File: src/rtl/wb_ctrl_pkg.sv
// wb_ctrl_pkg: shared types and constants for the white balance control sequencer
package wb_ctrl_pkg;
  typedef enum logic [1:0] {
    WB_BYPASS = 2'd0,
    WB_MANUAL = 2'd1,
    WB_AUTO   = 2'd2,
    WB_HOLD   = 2'd3
  } wb_mode_e;
  localparam logic [1:0] CH_R = 2'd0;
  localparam logic [1:0] CH_G = 2'd1;
  localparam logic [1:0] CH_B = 2'd2;
  typedef enum logic [2:0] {
    ST_IDLE,
    ST_WR0,
    ST_WR1,
    ST_WR2,
    ST_LOCK,
    ST_RB_SEL,
    ST_RB_WAIT,
    ST_RB_DONE
  } wb_state_e;
endpackage

File: src/rtl/wb_ctrl_if.sv
// wb_ctrl_if: control bus between the sequencer and the white balance corrector
interface wb_ctrl_if;
  logic [1:0]  mode;
  logic        cal_stb;
  logic [1:0]  man_sel;
  logic [31:0] man_coef;
  logic        man_lock;
  logic [31:0] cur_coef;
  modport master (output mode, cal_stb, man_sel, man_coef, man_lock, input cur_coef);
  modport slave (input mode, cal_stb, man_sel, man_coef, man_lock, output cur_coef);
endinterface

File: src/rtl/wb_frame_sched.sv
// wb_frame_sched: frame-boundary mode latch, AUTO calibration period counter and cal_stb pulse
module wb_frame_sched
  import wb_ctrl_pkg::*;
#(
  parameter int CAL_CNT_W = 8
) (
  input  logic                 clk_i,
  input  logic                 rst_i,
  input  logic                 sof_i,
  input  logic [1:0]           mode_i,
  input  logic [CAL_CNT_W-1:0] cal_period_i,
  input  logic                 cal_req_i,
  output logic [1:0]           mode_o,
  output logic                 cal_stb_o,
  output logic                 cal_pend_o
);
  wb_mode_e             mode_q, mode_d;
  logic [CAL_CNT_W-1:0] frm_cnt_q, frm_cnt_d, last_cnt;
  logic                 cal_pend_q, cal_pend_d, cal_fire_q, cal_fire_d;
  logic                 auto_new, wrap, pend_now;
  always_comb begin
    auto_new   = wb_mode_e'(mode_i) == WB_AUTO;
    last_cnt   = (cal_period_i == '0) ? '0 : cal_period_i - CAL_CNT_W'(1);
    // >= keeps the counter bounded if the period shrinks below the running count
    wrap       = auto_new && (frm_cnt_q >= last_cnt);
    pend_now   = cal_pend_q | cal_req_i;
    mode_d     = sof_i ? wb_mode_e'(mode_i) : mode_q;
    frm_cnt_d  = !sof_i ? frm_cnt_q : (!auto_new || wrap) ? '0 : frm_cnt_q + CAL_CNT_W'(1);
    cal_fire_d = sof_i && (wrap || (pend_now && wb_mode_e'(mode_i) != WB_BYPASS));
    cal_pend_d = sof_i ? 1'b0 : pend_now;
  end
  always_ff @(posedge clk_i) begin
    if (rst_i) begin
      mode_q     <= WB_BYPASS;
      frm_cnt_q  <= '0;
      cal_pend_q <= 1'b0;
      cal_fire_q <= 1'b0;
    end else begin
      mode_q     <= mode_d;
      frm_cnt_q  <= frm_cnt_d;
      cal_pend_q <= cal_pend_d;
      cal_fire_q <= cal_fire_d;
    end
  end
  assign mode_o     = mode_q;
  assign cal_stb_o  = cal_fire_q;
  assign cal_pend_o = cal_pend_q;
endmodule

File: src/rtl/wb_ctrl_sequencer.sv
// wb_ctrl_sequencer: frame-synchronous manual coefficient load and coefficient readback master
module wb_ctrl_sequencer
  import wb_ctrl_pkg::*;
#(
  parameter int CAL_CNT_W = 8,
  parameter int RB_LAT    = 2
) (
  input  logic                 clk_i,
  input  logic                 rst_i,
  input  logic                 sof_i,
  input  logic [1:0]           mode_i,
  input  logic [CAL_CNT_W-1:0] cal_period_i,
  input  logic                 cal_req_i,
  input  logic                 cfg_valid_i,
  output logic                 cfg_ready_o,
  input  logic [31:0]          cfg_coef_r_i,
  input  logic [31:0]          cfg_coef_g_i,
  input  logic [31:0]          cfg_coef_b_i,
  input  logic                 rb_req_i,
  output logic                 rb_valid_o,
  output logic [31:0]          rb_coef_r_o,
  output logic [31:0]          rb_coef_g_o,
  output logic [31:0]          rb_coef_b_o,
  output logic                 busy_o,
  wb_ctrl_if.master            wb_ctrl
);
  wb_state_e   state_q, state_d;
  logic [1:0]  ch_q, ch_d, man_sel_q, man_sel_d, mode;
  logic [2:0]  wait_q, wait_d;
  logic        load_pend_q, load_pend_d, rb_pend_q, rb_pend_d, cfg_ready_q, cfg_ready_d;
  logic        man_lock_q, rb_valid_q, cal_stb, cal_pend;
  logic [31:0] man_coef_q, man_coef_d;
  logic [31:0] shadow_q [3];
  logic [31:0] shadow_d [3];
  logic [31:0] rb_coef_q [3];
  logic [31:0] rb_coef_d [3];
  wb_frame_sched #(.CAL_CNT_W(CAL_CNT_W)) u_sched (
    .clk_i        (clk_i),
    .rst_i        (rst_i),
    .sof_i        (sof_i),
    .mode_i       (mode_i),
    .cal_period_i (cal_period_i),
    .cal_req_i    (cal_req_i),
    .mode_o       (mode),
    .cal_stb_o    (cal_stb),
    .cal_pend_o   (cal_pend)
  );
  always_comb begin
    state_d     = state_q;
    ch_d        = ch_q;
    wait_d      = wait_q;
    load_pend_d = load_pend_q;
    rb_pend_d   = rb_pend_q | rb_req_i;
    cfg_ready_d = cfg_ready_q;
    shadow_d    = shadow_q;
    rb_coef_d   = rb_coef_q;
    man_sel_d   = man_sel_q;
    man_coef_d  = man_coef_q;
    if (cfg_valid_i && cfg_ready_q) begin
      shadow_d    = '{cfg_coef_r_i, cfg_coef_g_i, cfg_coef_b_i};
      load_pend_d = 1'b1;
      cfg_ready_d = 1'b0;
    end
    case (state_q)
      ST_IDLE: begin
        state_d = (sof_i && load_pend_q) ? ST_WR0 : rb_pend_q ? ST_RB_SEL : ST_IDLE;
        ch_d    = CH_R;
      end
      ST_WR0: state_d = ST_WR1;
      ST_WR1: state_d = ST_WR2;
      ST_WR2: state_d = ST_LOCK;
      ST_LOCK: begin
        state_d     = ST_IDLE;
        load_pend_d = 1'b0;
        cfg_ready_d = 1'b1;
      end
      ST_RB_SEL: begin
        state_d = ST_RB_WAIT;
        wait_d  = 3'(RB_LAT);
      end
      ST_RB_WAIT: begin
        wait_d = wait_q - 3'd1;
        // last wait cycle: cur_coef has settled RB_LAT cycles after man_sel moved
        if (wait_q == 3'd1) begin
          rb_coef_d[ch_q] = wb_ctrl.cur_coef;
          ch_d            = ch_q + 2'd1;
          state_d         = (ch_q == CH_B) ? ST_RB_DONE : ST_RB_SEL;
        end
      end
      ST_RB_DONE: begin
        state_d   = ST_IDLE;
        rb_pend_d = 1'b0;
      end
    endcase
    case (state_d)
      ST_WR0: begin
        man_sel_d  = CH_R;
        man_coef_d = shadow_q[CH_R];
      end
      ST_WR1: begin
        man_sel_d  = CH_G;
        man_coef_d = shadow_q[CH_G];
      end
      ST_WR2: begin
        man_sel_d  = CH_B;
        man_coef_d = shadow_q[CH_B];
      end
      ST_RB_SEL: man_sel_d = ch_d;
      default: ;
    endcase
  end
  always_ff @(posedge clk_i) begin
    if (rst_i) begin
      state_q     <= ST_IDLE;
      ch_q        <= CH_R;
      wait_q      <= '0;
      load_pend_q <= 1'b0;
      rb_pend_q   <= 1'b0;
      cfg_ready_q <= 1'b1;
      shadow_q    <= '{default: '0};
      rb_coef_q   <= '{default: '0};
      man_sel_q   <= '0;
      man_coef_q  <= '0;
      man_lock_q  <= 1'b0;
      rb_valid_q  <= 1'b0;
    end else begin
      state_q     <= state_d;
      ch_q        <= ch_d;
      wait_q      <= wait_d;
      load_pend_q <= load_pend_d;
      rb_pend_q   <= rb_pend_d;
      cfg_ready_q <= cfg_ready_d;
      shadow_q    <= shadow_d;
      rb_coef_q   <= rb_coef_d;
      man_sel_q   <= man_sel_d;
      man_coef_q  <= man_coef_d;
      man_lock_q  <= state_d == ST_LOCK;
      rb_valid_q  <= state_q == ST_RB_DONE;
    end
  end
  assign cfg_ready_o      = cfg_ready_q;
  assign rb_valid_o       = rb_valid_q;
  assign rb_coef_r_o      = rb_coef_q[CH_R];
  assign rb_coef_g_o      = rb_coef_q[CH_G];
  assign rb_coef_b_o      = rb_coef_q[CH_B];
  assign busy_o           = (state_q != ST_IDLE) | load_pend_q | rb_pend_q | cal_pend;
  assign wb_ctrl.mode     = mode;
  assign wb_ctrl.cal_stb  = cal_stb;
  assign wb_ctrl.man_sel  = man_sel_q;
  assign wb_ctrl.man_coef = man_coef_q;
  assign wb_ctrl.man_lock = man_lock_q;
endmodule
File: src/flat_wrapper.sv
// flat-port wrapper written by rule: the top's interface ports become plain ports
module wb_ctrl_sequencer_flat import wb_ctrl_pkg::*;
#(
  parameter int CAL_CNT_W = 8,
  parameter int RB_LAT    = 2
)
  (clk_i, rst_i, sof_i, mode_i, cal_period_i, cal_req_i, cfg_valid_i, cfg_ready_o, cfg_coef_r_i, cfg_coef_g_i, cfg_coef_b_i, rb_req_i, rb_valid_o, rb_coef_r_o, rb_coef_g_o, rb_coef_b_o, busy_o, wb_ctrl_mode, wb_ctrl_cal_stb, wb_ctrl_man_sel, wb_ctrl_man_coef, wb_ctrl_man_lock, wb_ctrl_cur_coef);
  wb_ctrl_if wb_ctrl_i ();
  input  logic clk_i;
  input  logic rst_i;
  input  logic sof_i;
  input  logic [1:0] mode_i;
  input  logic [CAL_CNT_W-1:0] cal_period_i;
  input  logic cal_req_i;
  input  logic cfg_valid_i;
  output logic cfg_ready_o;
  input  logic [31:0] cfg_coef_r_i;
  input  logic [31:0] cfg_coef_g_i;
  input  logic [31:0] cfg_coef_b_i;
  input  logic rb_req_i;
  output logic rb_valid_o;
  output logic [31:0] rb_coef_r_o;
  output logic [31:0] rb_coef_g_o;
  output logic [31:0] rb_coef_b_o;
  output logic busy_o;
  output wire logic [$bits(wb_ctrl_i.mode)-1:0] wb_ctrl_mode;
  output wire logic [$bits(wb_ctrl_i.cal_stb)-1:0] wb_ctrl_cal_stb;
  output wire logic [$bits(wb_ctrl_i.man_sel)-1:0] wb_ctrl_man_sel;
  output wire logic [$bits(wb_ctrl_i.man_coef)-1:0] wb_ctrl_man_coef;
  output wire logic [$bits(wb_ctrl_i.man_lock)-1:0] wb_ctrl_man_lock;
  input wire logic [$bits(wb_ctrl_i.cur_coef)-1:0] wb_ctrl_cur_coef;
  assign wb_ctrl_mode = wb_ctrl_i.mode;
  assign wb_ctrl_cal_stb = wb_ctrl_i.cal_stb;
  assign wb_ctrl_man_sel = wb_ctrl_i.man_sel;
  assign wb_ctrl_man_coef = wb_ctrl_i.man_coef;
  assign wb_ctrl_man_lock = wb_ctrl_i.man_lock;
  assign wb_ctrl_i.cur_coef = wb_ctrl_cur_coef;
  wb_ctrl_sequencer #(.CAL_CNT_W(CAL_CNT_W), .RB_LAT(RB_LAT)) u_core (.clk_i(clk_i), .rst_i(rst_i), .sof_i(sof_i), .mode_i(mode_i), .cal_period_i(cal_period_i), .cal_req_i(cal_req_i), .cfg_valid_i(cfg_valid_i), .cfg_ready_o(cfg_ready_o), .cfg_coef_r_i(cfg_coef_r_i), .cfg_coef_g_i(cfg_coef_g_i), .cfg_coef_b_i(cfg_coef_b_i), .rb_req_i(rb_req_i), .rb_valid_o(rb_valid_o), .rb_coef_r_o(rb_coef_r_o), .rb_coef_g_o(rb_coef_g_o), .rb_coef_b_o(rb_coef_b_o), .busy_o(busy_o), .wb_ctrl(wb_ctrl_i));
endmodule
File: config.mk
export PLATFORM = sky130hd
export DESIGN_NAME = wb_ctrl_sequencer_flat
export DESIGN_NICKNAME = d
export VERILOG_FILES = /design/src/rtl/wb_ctrl_pkg.sv /design/src/rtl/wb_ctrl_if.sv /design/src/rtl/wb_frame_sched.sv /design/src/rtl/wb_ctrl_sequencer.sv /design/src/flat_wrapper.sv
export SDC_FILE = /design/constraint.sdc
export NUM_CORES = 1
export LEC_CHECK = 0
export CAP_MARGIN = 30
export CELL_PAD_IN_SITES_DETAIL_PLACEMENT = 1
export CELL_PAD_IN_SITES_GLOBAL_PLACEMENT = 1
export CORE_MARGIN = 4
export CORE_UTILIZATION = 32
export CTS_CLUSTER_SIZE = 25
export DETAILED_ROUTE_END_ITERATION = 7
export PLACE_DENSITY = 0.79
export SLEW_MARGIN = 10
export SYNTH_ARGS = -nofsm -noshare
export SYNTH_HDL_FRONTEND = slang
export SYNTH_HIERARCHICAL = 1
export SYNTH_SLANG_ARGS = --single-unit
File: constraint.sdc
create_clock -name clk_i -period 2.8 [get_ports clk_i]
set_input_delay 0.42 -clock clk_i [delete_from_list [all_inputs] [get_ports clk_i]]
set_output_delay 0.42 -clock clk_i [all_outputs]
set_load 0.03 [all_outputs]
==> run summary <==
For this design, the CTS-stage hold fixing added 0 buffers. The number of failing hold endpoints at the final stage is 0. STA classifies the critical path startpoint as an input pin. Setup violations remaining at the end of the flow were counted as 0. The number of buffers added on ports is 280. The remaining max-slew budget at the tightest pin was 0.554. The most common library cell in the layout ignoring fill and taps is nand2_1. CTS placed an instance of clkbuf_16 at the clock tree root. The via count of the first global-routing pass is 10,500. The tools report the maximum vdd ir drop as 0.449 mV. In the synthesized netlist the dominant register cell turns out to be dfxtp_1.

The final layout contains 1,683 nets. Across the run, the number of max-cap violations was 0. The critical path in this run is classified as in -> reg.

The top cell types in the final layout, fill and taps aside, are nand2_1 (401), clkdlybuf4s50_1 (277), dfxtp_1 (250). For this block, the via count after detailed routing is 9,861. The fraction of layout instances using a drive strength above 1 is 0.117, and the number of enable-type register cells in the synthesized netlist is 0. From left edge to right edge, the die measures 187 um. The routability congestion estimate from global placement is 0.779.

Clock-pin slew was measured on the worst setup and hold paths at 0.06 ns. The tightest hold path in the finished design has a slack of 0.430 ns. The count of final max-slew check failures was 0.

In this run, the number of DRC markers left after iteration 0 of detailed routing was 339. The run gives 0.325 as the effective utilization at floorplan. For the worst-skew pair, the clock arrives at the later sink with an insertion delay of 0.54 ns. The logs give 1,423 for the post-synthesis net count and 65 for the row count. The path class of the tightest hold or removal check is in -> reg.

Die boundary height: 187 um. The fraction of synthesis flops using an asynchronous set or reset pin is 0. The flow ran to the end, and the final reports show no timing, DRC or antenna violations.

The post-detailed-placement cell area is 13,600 sq um. The largest total area in the synthesized netlist belongs to dfxtp_1. The share of Yosys cell area claimed by the top area cell type is 0.489, and the power density over cell area is 715 nW/um^2. The multi-input combinational cells in the finished layout cover a total of 4830 sq um.

Static timing analysis puts the maximum clock frequency at 0.359 GHz. The core utilization of the finished layout is 0.463. The critical path goes through clkdlybuf4s50_1 > buf_4 > nor3_2 > nand2_1 > nor3_1 > mux2i_1 > ha_1 > a41oi_1 > o21ai_2 > a311oi_4 > buf_6 > nand4b_1 > a31oi_1. The run gives 3 as the number of antenna violations at the first check in global routing. Data on the critical path arrives at its endpoint at 3.25 ns. TritonCTS built the clock tree. In the routed design, unresolved DRC markers number 0. At the placement stage, the worst setup path has a slack of -0.729 ns. In the post-synthesis netlist, the biggest area contributors are dfxtp_1 (49%), nand2_1 (15%), a21oi_1 (9.9%). The cell area that synthesis handed to floorplanning was 10,300 sq um. The share of the clock period used by the worst path was 0.996; the total power after layout was 10.5 mW.

In this run, CTS created clock tree buffers numbering 29. The sequential element share of the synthesized area is 0.489, and the post-route cell area is 14,600 sq um. Summing all flip-flop and latch instances after layout gives 5030 sq um.

The overflow left after global routing was 0. Across the routed clock network, the largest skew measured is 0.00684 ns. After synthesis the netlist holds a flip-flop and latch count of 251. The tools report the iteration count of the initial detailed-routing pass as 4. The total number of clock tree sinks was 251; the via density per instance was 5.06. The logs give 1 for the number of H-tree branching levels and 56 for the distinct cell type count after synthesis.

Largest fanout on the critical path: 5. Top-level port count: 281. For this design, the slowest cell found on the critical path is clkdlybuf4s50_1. The detail route stage leaves a number of antenna-violating nets equal to 0. The final routed wire length divided by cell count is 18.4 um. After layout, the worst setup slack is 0.0112 ns. The actual slew at the worst max-slew pin was 0.669 ns; the area of the core was 31,600 sq um. The maximum single-stage delay on the critical path came out at 0.48 ns.

The wire-length estimate of the detail-placed layout is 24.4 mm. The worst setup path is captured at a register. The synthesized area per cell was 8.12 sq um; the pin count of the biggest net entering global routing was 84. The clock period could shrink to 2.79 ns. For the total length of routed wires, the log shows 35.8 mm.

Compared with the post-synthesis result, the final layout area differs by 42.5%. The die covers 35,000 sq um. The layout has 3,710 filler cells. No sink is reached through more buffers than the 3 on the longest clock path.

Summed over all cells, the static leakage comes to 5.11 nW. The global router's overall resource usage was 0.194. The number of standard cells after synthesis came out at 1,264. The Yosys step of the flow raised 6 warnings. The first-pass GRT wire length was 56.4 mm.

Required time of the critical path: 3.26 ns.
[cell usage after synthesis, drive strengths merged, types with 2 or more instances]
cell and number:
nor2b 7, o21a 32, a211oi 33, a21oi 204
dfxtp 251, ha 15, nand3b 2, buf 41
and2 7, nand3 6, nand2 402, or3 2
nor2 53, a22oi 34, xnor2 3, xor2 5
o21ai 45, inv 15, mux2i 3, a2111o 2
clkbuf 57, nand2b 9, nor3 9, nor3b 2
a31oi 4, nand4 3, and3 3
[worst paths after layout]
| check | end | start | cells after the start | slack, ns |
|---|---|---|---|---|
| min reg2reg | u_core/shadow_q[79] | u_core/shadow_q[79] | 2 | 0.45 |
| min | u_core/shadow_q[17] | cfg_coef_b_i[17] | 3 | 0.43 |
| max reg2reg | u_core/rb_coef_r_o[7] | u_core/state_q[1] | 6 | 0.57 |
| max | u_core/u_sched/frm_cnt_q[2] | cal_period_i[2] | 13 | 0.01 |
[power breakdown]
part,internal [mW],switching (mW)
Clock,2.42,1.52
Sequential,3.84,0.212
Combinational,1.01,1.46
[timing repair]
action,4_1_cts,5_1_grt
buffers inserted,5,0
pin swaps,6,3
setup endpoints to repair,8,9
hold endpoints to repair,0,0
gates resized for setup,5,4
[worst max-delay path: cells and delay by family]
kind,cells,cell delay [ns]
adders and majority gates,1,0.28
buffers and inverters,3,0.82
and+or+nand+nor,4,0.63
muxes,1,0.24
AOI/OAI and AO/OA,4,0.85
[per-stage QoR]
stage          cells  TNS [ns]
2_1_floorplan   1264         0
3_5_place_dp    1890     -5.75
4_1_cts         1948         0
6_report        1949         0
3_3_place_gp    1890     -4.35
5_1_grt         1948   -0.0873
[area by class of cell]
type                       count  area share
multi-input combinational    900       0.330
clock inverter                13      0.0119
inverter                      15     0.00385
timing repair buffer         327       0.219
tap                          402      0.0344
antenna                        1    0.000171
sequential                   251       0.343
clock buffer                  40      0.0565
[per-layer routing]
metal / vias to the layer above / routed length, um / track usage
li1: 4750 / - / -
met1: 4784 / 15300 / 0.240
met2: 267 / 17500 / 0.344
met3: 54 / 2200 / 0.0418
met4: 6 / 792 / 0.0458
met5: - / 35 / 0
[registers in the layout (all words and copies together), names as in the netlist, 2 cells and up]
signal,count
u_core/rb_coef_r_o,32
u_core/state_q,3
u_core/wait_q,3
u_core/wb_ctrl.man_sel,2
u_core/rb_coef_g_o,32
u_core/wb_ctrl.man_coef,32
u_core/u_sched/frm_cnt_q,8
u_core/u_sched/mode_o,2
u_core/shadow_q,96
u_core/rb_coef_b_o,32
u_core/ch_q,2
[kinds of logic (layout without fill, tap and decap cells)]
| kind of cell | after synthesis | count (layout) | share of synthesized area |
|---|---|---|---|
| and+or+nand+nor | 512 | 512 | 0.211 |
| AOI/OAI and AO/OA | 362 | 362 | 0.224 |
| DFF | 251 | 251 | 0.489 |
| buffers and inverters | 113 | 395 | 0.0479 |
| adders and majority gates | 15 | 15 | 0.0183 |
| xor gates and xnor gates | 8 | 8 | 0.00682 |
| muxes | 3 | 3 | 0.00292 |
| other | 0 | 1 | 0 |
Note: power is estimated with default switching activity, not from simulation.
